===== config.mk =====
export PLATFORM = sky130hd
export DESIGN_NAME = boss_bullet_arbiter
export DESIGN_NICKNAME = d
export VERILOG_FILES = /design/src/rtl/boss_bullet_arbiter.sv
export SDC_FILE = /design/constraint.sdc
export NUM_CORES = 1
export LEC_CHECK = 0
export ABC_CLOCK_PERIOD_IN_PS = 8700
export CAP_MARGIN = 15
export CORE_MARGIN = 2
export CORE_UTILIZATION = 35
export DETAILED_ROUTE_END_ITERATION = 10
export PLACE_DENSITY = 0.69
export SYNTH_ARGS = -nofsm -noshare
export SYNTH_HDL_FRONTEND = slang
export SYNTH_SLANG_ARGS = --single-unit
export TNS_END_PERCENT = 1

===== constraint.sdc =====
create_clock -name frame_clk -period 8.7 [get_ports frame_clk]
set_input_delay 1.305 -clock frame_clk [delete_from_list [all_inputs] [get_ports frame_clk]]
set_output_delay 1.305 -clock frame_clk [all_outputs]
set_load 0.02 [all_outputs]

===== src/rtl/boss_bullet_arbiter.sv =====
// Shares the boss projectile sprite slots between the boss cannons.
// Grants at most one slot per frame (round-robin), caps live bullets and ages out stale shots.
module boss_bullet_arbiter #(
    parameter int NUM_REQ   = 4,
    parameter int NUM_SLOTS = 8,
    parameter int SLOT_W    = 3,
    parameter int MAX_WAIT  = 15
) (
    input  logic                 frame_clk,
    input  logic                 Reset,
    input  logic                 Boss_exists,
    input  logic [2:0]           difficulty,
    input  logic [NUM_REQ-1:0]   req,
    input  logic [NUM_SLOTS-1:0] slot_free,
    output logic                 grant_valid,
    output logic [1:0]           grant_req,
    output logic [SLOT_W-1:0]    grant_slot,
    output logic [NUM_SLOTS-1:0] slot_busy,
    output logic [NUM_REQ-1:0]   pending,
    output logic [7:0]           drop_count
);

    localparam int LIM_W = $clog2(NUM_SLOTS + 17);
    localparam int AGE_W = $clog2(MAX_WAIT + 1);

    logic [1:0]           rr_ptr;
    logic [AGE_W-1:0]     age [NUM_REQ];

    logic [LIM_W-1:0]     active_count;
    logic [LIM_W-1:0]     limit_raw;
    logic [LIM_W-1:0]     active_limit;
    logic [1:0]           sel_req;
    logic [SLOT_W-1:0]    sel_slot;
    logic                 do_grant;
    logic [NUM_REQ-1:0]   grant_onehot;
    logic [NUM_SLOTS-1:0] slot_onehot;
    logic [NUM_REQ-1:0]   drop_onehot;
    logic [3:0]           drop_num;
    logic [8:0]           drop_sum;
    logic [NUM_REQ-1:0]   pending_next;

    // Requests are one-frame pulses with no back-pressure: a cannon's shot is
    // captured into pending and stays there until granted, aged out or flushed.
    always_comb begin
        active_count = '0;
        for (int k = 0; k < NUM_SLOTS; k++) begin
            active_count = active_count + LIM_W'(slot_busy[k]);
        end
        limit_raw    = LIM_W'(2) + LIM_W'({difficulty, 1'b0});
        active_limit = (limit_raw > LIM_W'(NUM_SLOTS)) ? LIM_W'(NUM_SLOTS) : limit_raw;

        // Descending search so the smallest offset from rr_ptr wins.
        sel_req = '0;
        for (int k = NUM_REQ - 1; k >= 0; k--) begin
            if (pending[(int'(rr_ptr) + k) % NUM_REQ]) begin
                sel_req = 2'((int'(rr_ptr) + k) % NUM_REQ);
            end
        end

        sel_slot = '0;
        for (int k = NUM_SLOTS - 1; k >= 0; k--) begin
            if (!slot_busy[k]) begin
                sel_slot = SLOT_W'(k);
            end
        end

        do_grant = Boss_exists && (|pending) && !(&slot_busy) &&
                   (active_count < active_limit);
        grant_onehot = do_grant ? (NUM_REQ'(1) << sel_req) : '0;
        slot_onehot  = do_grant ? (NUM_SLOTS'(1) << sel_slot) : '0;

        drop_num = '0;
        for (int i = 0; i < NUM_REQ; i++) begin
            drop_onehot[i] = Boss_exists && pending[i] && !grant_onehot[i] &&
                             (age[i] == AGE_W'(MAX_WAIT));
            drop_num = drop_num + 4'(drop_onehot[i]);
        end
        drop_sum = {1'b0, drop_count} + 9'(drop_num);

        pending_next = (pending & ~grant_onehot & ~drop_onehot & {NUM_REQ{Boss_exists}}) |
                       (req & {NUM_REQ{Boss_exists}});
    end

    always_ff @(posedge frame_clk) begin
        if (Reset) begin
            grant_valid <= 1'b0;
            grant_req   <= '0;
            grant_slot  <= '0;
            slot_busy   <= '0;
            pending     <= '0;
            drop_count  <= '0;
            rr_ptr      <= '0;
            for (int i = 0; i < NUM_REQ; i++) begin
                age[i] <= '0;
            end
        end else begin
            grant_valid <= do_grant;
            if (do_grant) begin
                grant_req  <= sel_req;
                grant_slot <= sel_slot;
                rr_ptr     <= 2'((int'(sel_req) + 1) % NUM_REQ);
            end
            slot_busy  <= (slot_busy & ~slot_free) | slot_onehot;
            pending    <= pending_next;
            drop_count <= drop_sum[8] ? 8'hFF : drop_sum[7:0];
            // A re-queue in the frame of a grant or drop starts fresh at age 0.
            for (int i = 0; i < NUM_REQ; i++) begin
                if (!Boss_exists || !pending[i] || grant_onehot[i] || drop_onehot[i]) begin
                    age[i] <= '0;
                end else begin
                    age[i] <= age[i] + AGE_W'(1);
                end
            end
        end
    end

endmodule


# After elaboration in Yosys (flattened, before gate mapping)
# Memory sizes are Yosys's and may differ from the RTL's.
# Cells that the tools add are included.
# W data, S select, Z words.
[totals]
ff_bits = 28
ram_bits = 16
input_bits = 18
out_inout_bits = 26
word_cells = 164
n_memories = 1
[memory_table]
columns = ["name", "depth", "word_bits", "read_ports", "rd_clocked_by_memory_dff", "write_ports", "line_no", "source"]
rows = [
  ["age", 4, 4, 4, 0, 4, "27", "logic [AGE_W-1:0] age [NUM_REQ];"],
]
[classes]
addsub = 20
order_cmp = 6
eq_ne = 4
shift = 2
mux = 61
bitwise = 21
n_reduce_logical = 42
[op_table]
columns = ["op", "n"]
rows = [
  ["$mux W4", 9],
  ["$mux W1", 33],
  ["$mux W3", 8],
  ["$add A4 B1 Y4 const B", 4],
  ["$and A4 B4 Y4", 4],
  ["$eq A4 B4 Y1 const B", 4],
  ["$mux W8", 2],
  ["$add A5 B1 Y5", 3],
  ["$logic_and A1 B1 Y1", 15],
  ["$logic_or A1 B1 Y1", 12],
  ["$lt A3 B4 Y1 const B", 3],
  ["$logic_not A1 Y1", 10],
  ["$add A8 B4 Y9", 1],
  ["$add A3 B1 Y4", 2],
  ["$and A8 B8 Y8", 1],
  ["$bmux W1 S2", 4],
  ["$mux W2", 4],
  ["$not A4 Y4", 2],
  ["$not A8 Y8", 1],
  ["$or A1 B1 Y1", 8],
  ["$or A8 B8 Y8", 1],
  ["$reduce_and A8 Y1", 1],
  ["$shl A1 B3 Y8 const A", 1],
  ["$add A2 B1 Y3", 2],
  ["14 further kinds", 21],
]

# Longest topological paths before layout
# Gate-level depths: netlist of run 1.
[logic_depth]
depth_word = 21
ltp_mapped = 21
mapped_depth_nobuf = 21

# Worst setup path before layout of run 1
# OpenSTA, ideal clock, no wires.
[synth_path]
kind = "register to register"
from = "register slot_busy[0]"
to = "register drop_count[0]"
setup_time_ns = 0.070
arrival_time_ns = 5.484
t_required_ns = 8.630
path_slack_ns = 3.146
path_stages_with_launch = 21
path_buffers = 0
period_less_slack_ns = 5.554
path_cell_list = "dfxtp_1 > inv_1 > fa_1 > fa_1 > fa_1 > nor2b_1 > fa_1 > xor2_1 > ha_1 > nand2_1 > o311ai_4 > nor2_1 > a211o_1 > fa_1 > fa_1 > inv_1 > fa_1 > nand2_1 > nor2_1 > nand2_1 > a21oi_1"
[synth_via]
elab_chain_len = 18
elab_cells_between_ends = 30
classes_between = "11 x add/sub; 1 x order compare; 2 x mux; 16 x reduce/logical"
[synth_rtl]
columns = ["element", "line_no", "source"]
rows = [
  ["start, declared", "18", "output logic [NUM_SLOTS-1:0] slot_busy,"],
  ["start signal, assigned", "103", "slot_busy <= (slot_busy & ~slot_free) | slot_onehot;"],
  ["$add A1 B1 Y2", "47", "active_count = active_count + LIM_W'(slot_busy[k]);"],
  ["$add A2 B1 Y3", "47", ""],
  ["$add A3 B1 Y4", "47", ""],
  ["$add A4 B1 Y5", "47", ""],
  ["$add A5 B1 Y5 (3 in a row)", "47", ""],
  ["$lt A5 B5 Y1", "68", "(active_count < active_limit);"],
  ["$logic_and A1 B1 Y1 *", "67", "do_grant = Boss_exists && (|pending) && !(&slot_busy) &&"],
  ["$mux W4 *", "69", "grant_onehot = do_grant ? (NUM_REQ'(1) << sel_req) : '0;"],
  ["$logic_not A1 Y1", "74", "drop_onehot[i] = Boss_exists && pending[i] && !grant_onehot[i] &&"],
  ["$logic_and A1 B1 Y1 (2 in a row)", "74", ""],
  ["$add A1 B1 Y2", "76", "drop_num = drop_num + 4'(drop_onehot[i]);"],
  ["$add A2 B1 Y3", "76", ""],
  ["$add A3 B1 Y4 *", "76", ""],
  ["$add A8 B4 Y9 *", "78", "drop_sum = {1'b0, drop_count} + 9'(drop_num);"],
  ["$mux W8 *", "105", "drop_count <= drop_sum[8] ? 8'hFF : drop_sum[7:0];"],
  ["end signal, assigned", "105", ""],
  ["end, declared", "20", "output logic [7:0] drop_count"],
]
# Mark *: on every way between the ends. The rest lies on a longest branch, timed or not.
# A chain may end at the register's enable or synchronous reset.

# Worst setup path after layout of run 1
# Ends and elaborated chain as after synthesis.

==> results.json, run 1 <==
{
  "status": "complete, no violations",
  "holdBufCountCts": 0,
  "dp_slack_ns": 2.82,
  "die_h_um": 89.1,
  "ir_worst_vdd_mv": 0.0650,
  "stdcell_area_um2": 3230,
  "ys.flop_type": "dfxtp_1",
  "ys_types": 43,
  "synth-compound-area-share_pct": 15.5,
  "yosysWarnings": 0,
  "finClkSkew_ns": 0.00482,
  "grt_max_degree": 30,
  "core_um2": 7140,
  "fin_tns_setup_ns": 0,
  "dr.pass1.iters": 4,
  "clock_path_buffers": 2,
  "hold_violations": 0,
  "clk_pin_slew_worst_paths_ns": 0.08,
  "cts_sinks": 44,
  "synth_edf_count": 16,
  "synthMuxAreaShare_pct": 0.395,
  "timing_worst_setup_path_type": "flip-flop to flip-flop",
  "initial_core_util_pct": 35.5,
  "synth_xor_area_share_pct": 4.84,
  "die-area_um2": 7940,
  "area_growth_pct": 27.4,
  "wl_mm": 5.50,
  "fin_crit_sh_pct": 67.9,
  "dp_cells": 424,
  "io_buffers": 43,
  "drt_iter0_drc": 78,
  "ctsResizeCount": 0,
  "overflow": 0,
  "final_layout_size_suffix_gt1_share_pct": 5.71,
  "yosysTopAreaCellShare_pct": 22.1,
  "nNetsFinal": 373,
  "wl_per_cell_um": 12.7,
  "p_leak_nw": 1.18,
  "instances_no_fill": 432,
  "rsz0062_at_grt": "false",
  "async_flop_share_pct": 0,
  "via_per_inst": 4.81,
  "clock-root-buffer": "clkbuf_8",
  "insertion_delay_ns": 0.29,
  "num_vias": 2079,
  "critPathCaptureType": "flip-flop",
  "max_freq_mhz": 169,
  "slew_viol_final": 0,
  "grt_pass1_wl_mm": 9.41,
  "synth_area_um2": 2530,
  "place_congestion": 0.832,
  "synthTopCellsByArea": "dfxtp_1 22%, edfxtp_1 19%, ha_1 7.9%, fa_1 5.5%, a21oi_1 4.1%",
  "ant_nets": 0,
  "rows": 31,
  "yosys.area_share.simple_pct": 20.0,
  "timing.final.ws_setup_ns": 2.79,
  "grt_pass1_vias": 2123,
  "num_io_pins": 44,
  "synth_common_cells": "28 x dfxtp_1, 28 x nor2_1, 25 x nand2_1",
  "drv_cap": 0,
  "antenna_found_initial": 0,
  "drc": 0,
  "tritoncts": "done",
  "synth_top_family_by_area": "simple AND/OR/NAND/NOR gates",
  "p_per_area_nw_per_um2": 131,
  "arrival_ns": 6.13,
  "diodes": 0,
  "fillers": 730,
  "hold_ws_ns": 0.505,
  "fin_crit_ns": 5.91,
  "place_area_um2": 3130,
  "synth-seq-area-share_pct": 41.1,
  "synthAdderAreaFrac_pct": 13.4,
  "min_path_type": "flip-flop to flip-flop",
  "cts_setup_buffers": 0,
  "synth_cells": 272,
  "worst_slew_pin_slew_ns": 0.866,
  "cp-start-kind": "flip-flop",
  "max_slew_margin_pct": 41.8,
  "syn_area_per_cell_um2": 9.32,
  "cp_data_required_time_ns": 8.92,
  "synth.ff_latch_count": 44,
  "dp_hpwl_mm": 4.15,
  "grtUsageTotal_pct": 15.0,
  "synth_largest_area_cell": "dfxtp_1",
  "path_max_fanout": 9,
  "cts_max_level": 2,
  "finalSetupViolations": 0,
  "die_w_um": 89.1,
  "cts_made_buffers": 5
}
[critical path, cell delays in order (launching register included)]
cell      delay (ns)
dfxtp_1         0.43
inv_1           0.14
fa_1            0.58
fa_1            0.43
fa_1            0.49
nor2b_1         0.06
fa_1            0.38
xor2_1          0.16
ha_1            0.30
nand2_1         0.11
o311ai_4        0.39
nor2_1          0.16
a211o_1         0.36
fa_1            0.49
fa_1            0.45
inv_1           0.09
fa_1            0.23
nand2_1         0.12
nor2_1          0.10
nand2_1         0.15
a21oi_1         0.20
[where the power goes]
group | switching, W | total, W | internal [W] | leakage [nW]
registers | 0.00000698 | 0.000226 | 0.000219 | 0.392
logic | 0.0000297 | 0.0000555 | 0.0000257 | 0.738
clock network | 0.0000690 | 0.000143 | 0.0000737 | 0.0534
[cell families after synthesis]
group	count (synthesis)
xor gates and xnor gates	14
AOI/OAI and AO/OA	56
DFF	44
buffers and inverters	30
muxes	1
and+or+nand+nor	103
other	1
adders and majority gates	23
[path summary, 6_finish.rpt]
path                              from  slack [ns]                         to  depth (start not counted)
max            slot_busy[0]$_SDFF_PP0_        2.79   drop_count[0]$_SDFF_PP0_                         20
min          grant_req[0]$_SDFFE_PP0P_        0.51  grant_req[0]$_SDFFE_PP0P_                          2
max reg2reg    slot_busy[0]$_SDFF_PP0_        2.79   drop_count[0]$_SDFF_PP0_                         20
min reg2reg  grant_req[0]$_SDFFE_PP0P_        0.51  grant_req[0]$_SDFFE_PP0P_                          2
[stage by stage]
step	total power, W	utilization [%]
2_1_floorplan	0.000264	-
3_3_place_gp	0.000285	43.8
3_5_place_dp	0.000286	43.8
4_1_cts	0.000431	45.2
5_1_grt	0.000445	45.2
6_report	0.000424	45.2
[placed cells by master, fill, tap and decap left out, types with 7 or more instances in the layout]
cell / Yosys / routed
fa_1: 7 / 7
conb_1: 1 / 16
xor2_1: 7 / 7
edfxtp_1: 16 / 16
inv_1: 24 / 24
dfxtp_1: 28 / 28
nor2_1: 28 / 28
o21ai_0: 11 / 11
xnor2_1: 7 / 7
nand3_1: 21 / 21
nand2_1: 25 / 25
a21oi_1: 21 / 21
nor3_1: 7 / 7
clkdlybuf4s50_1: 0 / 43
ha_1: 16 / 16
[cell type report]
cell class	count	area [um2]	share of cell area, %
clock buffer	7	97.6	3.02
tap	99	124	3.84
multi-input combinational	213	1430	44.4
timing repair buffer	44	438	13.6
sequential	44	1040	32.2
inverter	24	90.1	2.79
clock inverter	1	5.00	0.155
[state kept, by name (all words and copies together), names as in the netlist]
register / flops
drop_count: 8
grant_req: 2
slot_busy: 8
grant_slot: 3
grant_valid: 1
pending: 4
age: 16
rr_ptr: 2
[per-layer routing]
layer / share of wire [%] / vias to the layer above / GRT usage, %
li1: - / 1058 / -
met1: 47 / 964 / 20.2
met2: 48 / 50 / 24.6
met3: 4.0 / 7 / 3.05
met4: 1.2 / 0 / 4.34
met5: 0 / - / 0
Power figures use the tool's default switching activity.
==> run 2: changes to the inputs <==
Settings changed: ABC_CLOCK_PERIOD_IN_PS 8700 to 6000.
Clock period 8.7 ns to 6 ns, I/O delays scaled along.
==> results.json, run 2 (synthesis gave the netlist of run 1 again) <==
{
  "hold_violations": 0,
  "p_leak_nw": 1.18,
  "ant_nets": 0,
  "crit_top_cell": "fa_1",
  "grt_max_degree": 30,
  "tritoncts": "done",
  "area_growth_pct": 28.2,
  "finClkSkew_ns": 0.00479,
  "wl_per_cell_um": 12.6,
  "grt_pass1_vias": 1954,
  "clock-root-buffer": "clkbuf_8",
  "rows": 31,
  "p_sw_share_pct": 25.8,
  "largestRegisters": "age (16), drop_count (8), slot_busy (8)",
  "status": "complete, no violations",
  "cts_sinks": 44,
  "cp_slowest_cell": "fa_1",
  "grt_pass1_wl_mm": 8.79,
  "most-common-layout-cells": "43 x clkdlybuf4s50_1, 26 x nor2_1, 26 x dfxtp_1",
  "nNetsFinal": 375,
  "critPathCaptureType": "flip-flop",
  "fin_crit_sh_pct": 93.9,
  "ir_worst_vdd_mv": 0.0785,
  "min_path_type": "flip-flop to flip-flop",
  "cts_max_level": 2,
  "cp-start-kind": "flip-flop",
  "insertion_delay_ns": 0.30,
  "die_w_um": 89.1,
  "wl_mm": 5.48,
  "place_congestion": 0.880,
  "via_per_inst": 4.86,
  "clk_pin_slew_worst_paths_ns": 0.08,
  "clock_path_buffers": 2,
  "max_slew_margin_pct": 40.6,
  "max_freq_mhz": 177,
  "largest_reg_flops": 16,
  "grtUsageTotal_pct": 14.4,
  "die-area_um2": 7940,
  "worstPathCellList": "inv_1, fa_1, fa_1, fa_1, nor2b_1, fa_1, xor2_1, ha_1, nand2_1, o311ai_4, nor2_2, a211o_1, fa_1, fa_1, inv_1, fa_1, nand2_1, and3_1, nor3_1",
  "p_switching_w": 0.000153,
  "drc": 0,
  "cp_data_required_time_ns": 6.22,
  "pwr-share-seq_pct": 55.6,
  "dp_hpwl_mm": 4.01,
  "finalSetupViolations": 0,
  "rsz0062_at_grt": "false",
  "slew_viol_final": 0,
  "comb_power_share_pct": 14.1,
  "die_h_um": 89.1,
  "dr.pass1.iters": 4,
  "cts_made_buffers": 5,
  "num_vias": 2109,
  "drt_iter0_drc": 93,
  "hold_ws_ns": 0.498,
  "worst_slew_pin_slew_ns": 0.883,
  "internal_power_w": 0.000439,
  "holdBufCountCts": 0,
  "pwr-share-clk_pct": 30.3,
  "final_common_cell": "clkdlybuf4s50_1",
  "fin_tns_setup_ns": 0,
  "overflow": 0,
  "core_um2": 7140,
  "fin_crit_ns": 5.64,
  "drv_cap": 0,
  "path_max_fanout": 6,
  "initial_core_util_pct": 35.5,
  "cpPeakStageDelay_ns": 0.56,
  "io_buffers": 43,
  "diodes": 0,
  "num_io_pins": 44,
  "final_layout_size_suffix_gt1_share_pct": 8.06,
  "p_per_area_nw_per_um2": 182,
  "timing_worst_setup_path_type": "flip-flop to flip-flop",
  "arrival_ns": 5.86,
  "antenna_found_initial": 0,
  "largest-register": "age"
}
-- run 2: area by class of cell --
type,instances,area [um2]
multi-input combinational,214,1470
clock inverter,1,5.00
sequential,44,1040
clock buffer,7,76.3
inverter,24,90.1
fill,712,3890
timing repair buffer,45,445
tap,99,124
-- run 2: metrics by stage --
step	utilization [%]	instance area [um2]	std cells	total power, W	setup WS [ns]
2_1_floorplan	-	2590	287	0.000383	0.446
3_3_place_gp	43.8	3130	424	0.000413	0.378
3_5_place_dp	43.8	3130	424	0.000414	0.217
4_1_cts	45.0	3210	432	0.000596	0.187
5_1_grt	45.5	3250	434	0.000625	0.0178
6_report	45.5	3250	434	0.000591	0.363
-- run 2: per-layer routing --
layer | track usage [%] | vias to the layer above | part of all wire (%) | routed length [um]
met5 | 0 | - | 0 | 0
met2 | 22.1 | 64 | 46 | 2530
met1 | 19.8 | 973 | 47 | 2550
met3 | 3.32 | 10 | 5.4 | 297
met4 | 5.56 | 0 | 1.8 | 97
li1 | - | 1062 | - | -
-- run 2: critical path, delay by kind of cell (launching register included) --
family	cells	cell delay, ns
adders and majority gates	8	3.31
and+or+nand+nor	6	0.80
AOI/OAI and AO/OA	2	0.73
DFF	1	0.38
buffers and inverters	2	0.19
xor gates and xnor gates	1	0.16
-- run 2: final timing paths --
path | from | to | slack, ns | cells after the start
min reg2reg | grant_slot[0]$_SDFFE_PP0P_ | grant_slot[0]$_SDFFE_PP0P_ | 0.50 | 2
max | slot_busy[0]$_SDFF_PP0_ | drop_count[7]$_SDFF_PP0_ | 0.36 | 19
min | grant_slot[0]$_SDFFE_PP0P_ | grant_slot[0]$_SDFFE_PP0P_ | 0.50 | 2
max reg2reg | slot_busy[0]$_SDFF_PP0_ | drop_count[7]$_SDFF_PP0_ | 0.36 | 19
-- run 2: timing repair --
action	in CTS	in global routing
buffers inserted	0	1
setup endpoints to repair	0	8
resized for setup	0	7
-- run 2: power groups by stage --
stage | combinational, W | clock (W) | sequential (W)
2_1_floorplan | 0.0000468 | 0 | 0.000336
4_1_cts | 0.0000794 | 0.000188 | 0.000328
3_3_place_gp | 0.0000782 | 0 | 0.000335
6_report | 0.0000834 | 0.000179 | 0.000329
3_5_place_dp | 0.0000787 | 0 | 0.000335
5_1_grt | 0.0000929 | 0.000202 | 0.000330
==> run 3: changes to the inputs <==
Settings changed: CTS_BUF_LIST set to sky130_fd_sc_hd__clkbuf_4, SLEW_MARGIN set to 10.
==> results.json, run 3 (synthesis gave the netlist of run 1 again) <==
{
  "status": "complete, no violations",
  "core_um2": 7140,
  "hold_violations": 0,
  "initial_core_util_pct": 35.5,
  "p_leak_nw": 1.17,
  "cp_data_required_time_ns": 6.29,
  "insertion_delay_ns": 0.36,
  "dr.max_layer_used": "met4",
  "finalSetupViolations": 0,
  "cp-start-kind": "flip-flop",
  "internal_power_w": 0.000412,
  "finClkSkew_ns": 0.00921,
  "p_per_area_nw_per_um2": 174,
  "num_vias": 2103,
  "place_congestion": 0.880,
  "cts_sinks": 44,
  "ant_nets": 0,
  "final_common_cell": "clkdlybuf4s50_1",
  "via_per_inst": 4.85,
  "stdcell_area_um2": 3230,
  "pwr-share-clk_pct": 26.5,
  "worst_slew_pin_slew_ns": 0.893,
  "overflow": 0,
  "ir_worst_vdd_mv": 0.101,
  "rows": 31,
  "grt_pass1_vias": 1921,
  "dp_hpwl_mm": 4.01,
  "area_growth_pct": 27.3,
  "nNetsFinal": 375,
  "instances_no_fill": 434,
  "fillers": 715,
  "clock_path_buffers": 2,
  "fin_crit_ns": 5.65,
  "arrival_ns": 5.94,
  "clk_pin_slew_worst_paths_ns": 0.12,
  "p_switching_w": 0.000148,
  "holdPathStages": 2,
  "rsz0062_at_grt": "false",
  "final_layout_size_suffix_gt1_share_pct": 8.66,
  "timing_worst_setup_path_type": "flip-flop to flip-flop",
  "wl_per_cell_um": 12.6,
  "grt_max_degree": 30,
  "fin_tns_setup_ns": 0,
  "num_io_pins": 44,
  "drc": 0,
  "wl_met1_mm": 2.60,
  "largest-register": "age",
  "drt_iter0_drc": 108,
  "slew_viol_final": 0,
  "wl_mm": 5.46,
  "max_slew_margin_pct": 40.0,
  "grt_pass1_wl_mm": 8.71,
  "pwr-share-seq_pct": 58.7,
  "comb_power_share_pct": 14.8,
  "tritoncts": "done",
  "die_w_um": 89.1,
  "path_max_fanout": 6,
  "die_h_um": 89.1,
  "cts_made_buffers": 5,
  "met3WireLength_um": 257,
  "largestRegisters": "age (16), drop_count (8), slot_busy (8)",
  "diodes": 0,
  "wl_met2_mm": 2.55,
  "critPathCaptureType": "flip-flop",
  "reg2reg_depth": 19,
  "dr.pass1.iters": 4,
  "antenna_found_initial": 0,
  "grtUsageTotal_pct": 14.3,
  "die-area_um2": 7940,
  "largest_reg_flops": 16,
  "p_sw_share_pct": 26.5,
  "clock-root-buffer": "clkbuf_4",
  "most-common-layout-cells": "43 x clkdlybuf4s50_1, 26 x nor2_1, 26 x dfxtp_1",
  "timing.final.ws_setup_ns": 0.350,
  "max_freq_mhz": 177,
  "cts_max_level": 2,
  "io_buffers": 43,
  "dp_cells": 424,
  "place_area_um2": 3130,
  "min_path_type": "flip-flop to flip-flop",
  "drv_cap": 0,
  "dp_slack_ns": 0.217,
  "fin_crit_sh_pct": 94.2
}
## run 3: per-stage QoR
| stage | power (W) | utilization [%] | hold WS, ns |
|---|---|---|---|
| finish | 0.000560 | 45.2 | 0.503 |
| global route | 0.000591 | 45.2 | 0.523 |
| CTS | 0.000562 | 44.6 | 0.511 |
| detailed placement | 0.000414 | 43.8 | 0.488 |
| global placement | 0.000413 | 43.8 | 0.485 |
| floorplan | 0.000383 | - | 0.503 |
## run 3: layer usage
metal	global-route usage, %	vias to the layer above
met5	0	-
met4	5.29	0
met3	3.60	7
met2	22.2	54
met1	19.4	975
li1	-	1067
## run 3: worst paths after layout
kind,slack [ns],start,end
max,0.35,slot_busy[0]$_SDFF_PP0_,drop_count[7]$_SDFF_PP0_
min,0.50,grant_slot[0]$_SDFFE_PP0P_,grant_slot[0]$_SDFFE_PP0P_
max reg2reg,0.35,slot_busy[0]$_SDFF_PP0_,drop_count[7]$_SDFF_PP0_
min reg2reg,0.50,grant_slot[0]$_SDFFE_PP0P_,grant_slot[0]$_SDFFE_PP0P_
## run 3: layout make-up
| class | instances | area (um2) | share of cell area, % |
|---|---|---|---|
| clock buffer | 7 | 52.6 | 1.63 |
| sequential | 44 | 1050 | 32.4 |
| inverter | 24 | 90.1 | 2.79 |
| multi-input combinational | 214 | 1470 | 45.4 |
| clock inverter | 1 | 5.00 | 0.155 |
| tap | 99 | 124 | 3.84 |
| timing repair buffer | 45 | 445 | 13.8 |
## run 3: power by group through the flow
stage	logic (W)	registers (W)	clock network [W]
after floorplan	0.0000468	0.000336	0
after global placement	0.0000782	0.000335	0
final	0.0000832	0.000329	0.000148
after global routing	0.0000928	0.000330	0.000168
after detailed placement	0.0000787	0.000335	0
after CTS	0.0000791	0.000328	0.000154
## run 3: critical path, stage by stage (launching register included)
cell,delay [ns]
dfxtp_4,0.40
inv_1,0.09
fa_1,0.56
fa_1,0.43
fa_1,0.49
nor2b_1,0.06
fa_1,0.38
xor2_1,0.15
ha_1,0.30
nand2_1,0.14
o311ai_4,0.40
nor2_2,0.11
a211o_1,0.35
fa_1,0.49
fa_1,0.45
inv_1,0.08
fa_1,0.21
nand2_1,0.13
and3_1,0.21
nor3_1,0.16
## run 3: timing repair
action | 4_1_cts | 5_1_grt
setup buffers | 0 | 1
hold buffers | 0 | 0
resized for setup | 0 | 8
setup endpoints to repair | 0 | 8
